[config.mk]
export PLATFORM = sky130hd
export DESIGN_NAME = alu_acc
export DESIGN_NICKNAME = d
export VERILOG_FILES = /design/src/rtl/alu_acc.sv
export SDC_FILE = /design/constraint.sdc
export NUM_CORES = 1
export LEC_CHECK = 0
export BUFFER_PORTS_ARGS = -buffer_cell sky130_fd_sc_hd__buf_4
export CAP_MARGIN = 0
export CORE_MARGIN = 2
export CORE_UTILIZATION = 50
export CTS_BUF_LIST = sky130_fd_sc_hd__clkbuf_16
export DETAILED_ROUTE_END_ITERATION = 10
export PLACE_DENSITY = 0.76
export SYNTH_ARGS = -nofsm -noshare
export SYNTH_HDL_FRONTEND = slang
export SYNTH_SLANG_ARGS = --single-unit
[constraint.sdc]
create_clock -name clk -period 5.75 [get_ports clk]
set_input_delay 0.8625 -clock clk [delete_from_list [all_inputs] [get_ports clk]]
set_output_delay 0.8625 -clock clk [all_outputs]
set_load 0.005 [all_outputs]
[src/rtl/alu_acc.sv]
// Accumulator ALU with single-cycle ops and an optional 16-cycle shift-add multiplier.
// Define ALU_MUL_EN to build the multiplier; otherwise opcode 111 is a NOP and busy is tied low.
module alu_acc (
    input  logic        clk,
    input  logic        rst,
    input  logic [15:0] bus,
    input  logic [2:0]  alu_op,
    input  logic        start,
    output logic [15:0] ac,
    output logic        z_flag,
    output logic        busy,
    output logic        done
);
    typedef enum logic [2:0] {
        OP_NOP = 3'b000, OP_CLR = 3'b001, OP_LOAD = 3'b010, OP_ADD = 3'b011,
        OP_SUB = 3'b100, OP_INC = 3'b101, OP_SHR = 3'b110, OP_MUL = 3'b111
    } op_e;

    logic [15:0] ac_q, ac_d;
    logic        z_q, z_d;
    logic        done_q, done_d;
    logic        ac_we;
    logic        accept;
    op_e         op;

    assign op = op_e'(alu_op);

`ifdef ALU_MUL_EN
    logic        busy_q, busy_d;
    logic [3:0]  cnt_q, cnt_d;
    logic [15:0] mcand_q, mcand_d;
    logic [15:0] mplier_q, mplier_d;
    logic [15:0] prod_q, prod_d;
    logic [15:0] prod_nx;

    assign accept  = start && !busy_q;
    assign prod_nx = prod_q + (mplier_q[0] ? mcand_q : 16'h0000);
    assign busy    = busy_q;
`else
    assign accept  = start;
    assign busy    = 1'b0;
`endif

    always_comb begin
        ac_d   = ac_q;
        ac_we  = 1'b0;
        done_d = 1'b0;
`ifdef ALU_MUL_EN
        busy_d   = busy_q;
        cnt_d    = cnt_q;
        mcand_d  = mcand_q;
        mplier_d = mplier_q;
        prod_d   = prod_q;
`endif
        if (accept) begin
            done_d = 1'b1;
            case (op)
                OP_CLR:  begin ac_d = 16'h0000;     ac_we = 1'b1; end
                OP_LOAD: begin ac_d = bus;          ac_we = 1'b1; end
                OP_ADD:  begin ac_d = ac_q + bus;   ac_we = 1'b1; end
                OP_SUB:  begin ac_d = ac_q - bus;   ac_we = 1'b1; end
                OP_INC:  begin ac_d = ac_q + 16'd1; ac_we = 1'b1; end
                OP_SHR:  begin ac_d = {1'b0, ac_q[15:1]}; ac_we = 1'b1; end
`ifdef ALU_MUL_EN
                OP_MUL: begin
                    // Operands are latched here so the bus may float during the iterations.
                    done_d   = 1'b0;
                    busy_d   = 1'b1;
                    cnt_d    = 4'd0;
                    mcand_d  = ac_q;
                    mplier_d = bus;
                    prod_d   = 16'h0000;
                end
`endif
                default: ;
            endcase
        end
`ifdef ALU_MUL_EN
        else if (busy_q) begin
            prod_d   = prod_nx;
            mcand_d  = {mcand_q[14:0], 1'b0};
            mplier_d = {1'b0, mplier_q[15:1]};
            cnt_d    = cnt_q + 4'd1;
            if (cnt_q == 4'd15) begin
                ac_d   = prod_nx;
                ac_we  = 1'b1;
                done_d = 1'b1;
                busy_d = 1'b0;
            end
        end
`endif
        z_d = ac_we ? (ac_d == 16'h0000) : z_q;
    end

    always_ff @(posedge clk) begin
        if (rst) begin
            ac_q     <= 16'h0000;
            z_q      <= 1'b1;
            done_q   <= 1'b0;
`ifdef ALU_MUL_EN
            busy_q   <= 1'b0;
            cnt_q    <= 4'd0;
            mcand_q  <= 16'h0000;
            mplier_q <= 16'h0000;
            prod_q   <= 16'h0000;
`endif
        end else begin
            ac_q     <= ac_d;
            z_q      <= z_d;
            done_q   <= done_d;
`ifdef ALU_MUL_EN
            busy_q   <= busy_d;
            cnt_q    <= cnt_d;
            mcand_q  <= mcand_d;
            mplier_q <= mplier_d;
            prod_q   <= prod_d;
`endif
        end
    end

    assign ac     = ac_q;
    assign z_flag = z_q;
    assign done   = done_q;
endmodule
# Word level (Yosys, flattened, before mapping)
# Index checks and enable logic that the tools add are counted.
# classes
mux	5
reduce_logical	2
add_sub_neg	3
n_eq_ne	6
# op_table
op	n
$pmux W16 S6	1
$add A16 B1 Y16 const B	1
$add A16 B16 Y16	1
$logic_not A16 Y1	1
$mux W16	1
$sub A16 B16 Y16	1
$eq A3 B3 Y1 const B	3
$eq A3 B2 Y1 const B	2
$reduce_or A6 Y1	1
$eq A3 B1 Y1 const B	1
$mux W1	3
# totals
output_inout_bits	19
wordCells	19
regBits	18
in_bits	22

# Logic depth before layout (Yosys ltp)
# depth
depth_word	4
ltp_mapped	18
mapped_depth_nobuf	17

# Worst setup path before layout
# OpenSTA, ideal clock, no wires.
# synth_path
path_type	input -> register
from	input alu_op[1]
to	register z_q (netlist: z_flag)
cell_stages	16
slack_ns	1.958
arrival_time_ns	3.733
t_required_ns	5.691
cell_sequence	nand2b_2 > clkbuf_1 > buf_1 > nand2_1 > o21ai_0 > inv_1 > fa_1 > and2b_1 > o21ai_2 > a21oi_2 > a31oi_1 > o21a_1 > xnor2_1 > a221oi_1 > and4_1 > a31o_1
# synth_between
elab_chain_cells	4
word_cells_on_any_way	12
cone_classes	6 x eq/ne; 4 x mux; 2 x reduce/logical
# synth_lines
item	line_no	text
start: declaration	7	input logic [2:0] alu_op,
$eq A3 B3 Y1, or another cell as far along	57	case (op)
$pmux W16 S6 / $reduce_or A6 Y1 (equally long branches)	--	
$mux W16 / $mux W1 (equally long branches)	55, 57	
$logic_not A16 Y1 / $mux W1 (equally long branches)	92, 55	
end signal: assignment	109	z_q <= z_d;
end: declaration	20	logic z_q, z_d;
# Several ways; a longest one is shown, not always the timed one.
# A chain may end at the register's enable or synchronous reset.

# Worst setup path in the final report
# layout_path
from	input bus[0]
to	register z_q (netlist: z_flag)
# layout_between
elab_chain_cells	4
word_cells_on_any_way	5
cone_classes	2 x add/sub; 2 x mux; 1 x reduce/logical
# layout_lines
item	line_no	text
start: declaration	6	input logic [15:0] bus,
$sub A16 B16 Y16 / $add A16 B16 Y16 (equally long branches)	61, 60	
$pmux W16 S6 (*)	57	
$mux W16 (*)	55	if (accept) begin
$logic_not A16 Y1 (*)	92	z_d = ac_we ? (ac_d == 16'h0000) : z_q;
# Every way passes the cells marked *; elsewhere a longest branch is shown, timed or not.

==> impl_metrics.toml <==
[worst_setup_path]
critical_path_class = "input pin to register"
worstSetupStartpointType = "input pin"
critPathMaxStageDelay_ps = 500
arrival_ps = 4340
crit_fanout = 5
cp.required_ps = 5950
end_kind = "register"
crit_chain = "buf_4 > inv_1 > ha_1 > nor3b_1 > nor3_1 > a21oi_1 > o21ai_0 > ha_1 > nand2_1 > o31ai_1 > a31oi_1 > xnor2_1 > a221oi_1 > nand2_1 > nor4_1 > and4_1 > a31o_1"
cpMaxStageDelayCell = "o31ai_1"

[clocking]
post-cts-setup-buffer-count = 0
clk_pin_slew_worst_paths_ps = 50
htree_levels = 1
clock_tree.root_cell = "clkbuf_16"
ctsLongestPathBuffers = 2
cts_tree = "built"
cts_num_sinks = 18
clk_latency_ps = 260
ctsHoldBuffers = 0
cts_buffers = 3
post_cts_resized = 0

[synthesis]
yosys.area.top_type_share_pct = 16.3
synth_compound_area_share_pct = 26.4
synth_flop_cell = "dfxtp_1"
ys_ff_latch = 18
synth_area_per_cell_um2 = 7.36
synthSimpleGateAreaFrac_pct = 26.5
synth_cell_types = 58
synthArstFlopShare_pct = 0
syn_area_um2 = 2220
synth_top_family_by_area = "simple AND/OR/NAND/NOR gates"
syn_nets = 343
syn_inst = 301
yosysTopAreaCell = "dfxtp_1"
synth_edf_count = 0
yosys_warnings = 0
ys_seq_area_share_pct = 16.3
synthMuxAreaShare_pct = 7.68
synth-xor-area-share_pct = 6.32
synth_area_leaders = "dfxtp_1 (16%), ha_1 (11%), mux2i_1 (7.7%), nor2_1 (6.8%), a21oi_1 (4.7%)"
synth_fa_ha_area_share_pct = 11.6

[die]
core_area_um2 = 4320
die_h_um = 70.6
initial_utilization_pct = 51.2
rows = 24
dieWidth_um = 70.6
pin_count = 41
die_area_um2 = 4980

[cells_and_area]
post-route-util_pct = 59.9
post-route-cell-area_um2 = 2590
drive_gt1_share_pct = 16.4
fillers = 427
diodes = 0
syn2layout_area_growth_pct = 16.9
regArea_um2 = 360
final_cell_mix = "nor2_1 (40), buf_4 (40), nand2_1 (22)"
finalNetCount = 373
multi_input_area_um2 = 1750

[power_and_ir_drop]
ir_worst_vdd_v = 0.000105
power.share.sequential_pct = 28.3
intPower_w = 0.000323
p_sw_w = 0.000189
pwr-share-comb_pct = 42.8
clkPwrFrac_pct = 28.9
switching_share_pct = 36.9
p_leak_nw = 1.14
powerDensity_nw_per_um2 = 198

[sta]
fin_skew_ps = 8.82
fin_crit_ps = 4150
setup_ws_ps = 1600
fin_setup_tns_ps = 0
rsz0062_at_grt = "no"
slew_headroom_pct = 53.5
hold_viol = 0
drv_slew = 0
finalCritPeriodShare_pct = 72.1
tightest_slew_ps = 698
setup_viol = 0
max_clock_freq_mhz = 241

[global_route]
grt_pass1_wl_um = 10500
antenna_found_initial = 0
grt-ovfl-total = 0
grt_pass1_vias = 2187
grt_usage_pct = 25.9
grt_max_degree = 32

[status]
outcome = "finished, final reports clean"

[detailed_routing]
vias_per_cell = 6.21
firstDrtPassIters = 4
drc_errors = 0
via_count = 2372
post_drt_wl_per_cell_um = 16.4
drt-initial-drc-count = 242
final_antenna_net_count = 0
routed_wl_um = 6270

[job]
max-cap-violations = 0

[place]
io_buffers = 39
dpl.hpwl_um = 4700
place_congestion = 0.883
pre_cts_slack_ps = 1390
postPlaceCellArea_um2 = 2510

[worst_hold_path]
hold_path.class = "register to register"
-- stage by stage --
step | std cells | power (W) | hold WS [ps]
3_3_place_gp | 378 | 0.000360 | 561
4_1_cts | 382 | 0.000509 | 577
3_5_place_dp | 378 | 0.000363 | 549
2_1_floorplan | 301 | 0.000296 | 524
6_report | 382 | 0.000512 | 587
5_1_grt | 382 | 0.000545 | 624
-- cell usage after synthesis (5+ instances only) --
library cell  count
a21oi_1          21
mux2i_1          17
nor2_1           40
inv_1            11
dfxtp_1          18
ha_1             19
o21ai_0          16
a221oi_1          5
nand2_1          22
nor3_1           20
o211ai_1          6
clkbuf_1          7
xnor2_1          12
a31oi_1           6
-- final cells by class --
type                    instances  area share (%)
clock buffers                   3            2.90
clock inverters                 1           0.145
inverters                      11            1.59
multi-input cells             257            67.4
flip-flops and latches         18            13.9
well taps                      52            2.51
repair buffers                 40            11.6
-- registers in the layout, indices dropped and copies added, names as in the netlist --
| name | flops |
|---|---|
| done | 1 |
| ac | 16 |
| z_flag | 1 |
-- worst max-delay path, delay by kind of cell --
kind	cells	cell delay, ps
compound gates	6	1370
xor+xnor	1	160
fa+ha+maj	2	530
simple gates	6	1220
buf+inv	2	190
-- worst paths after layout --
path         cells past startpoint   start  slack (ps)      to
min                              2  z_flag         590  z_flag
min reg2reg                      2  z_flag         590  z_flag
max reg2reg                     12   ac[0]        2880  z_flag
max                             17  bus[0]        1600  z_flag
-- power groups by stage --
stage               sequential (W)  clock (W)  combinational, W
CTS                       0.000145   0.000148          0.000217
floorplan                 0.000146          0          0.000151
finish                    0.000145   0.000148          0.000219
global route              0.000146   0.000156          0.000242
detailed placement        0.000148          0          0.000215
global placement          0.000147          0          0.000213
-- cells by family (layout without fill, tap and decap cells) --
kind of cell               count (synthesis)  count (layout)
adders and majority gates                 20              20
buffers and inverters                     26              55
AOI/OAI and AO/OA                         86              86
muxes                                     17              17
xor gates and xnor gates                  16              16
DFF                                       18              18
and+or+nand+nor                          117             117
other                                      1               1
-- layer usage --
metal	up-vias	GRT usage, %	routed length, µm	part of all wire (%)
li1	1169	-	-	-
met1	1116	36.1	2890	46
met2	80	42.5	2900	46
met3	7	2.71	408	6.5
met4	0	7.55	71	1.1
met5	-	0	0	0
(Power assumes the default switching activity.)
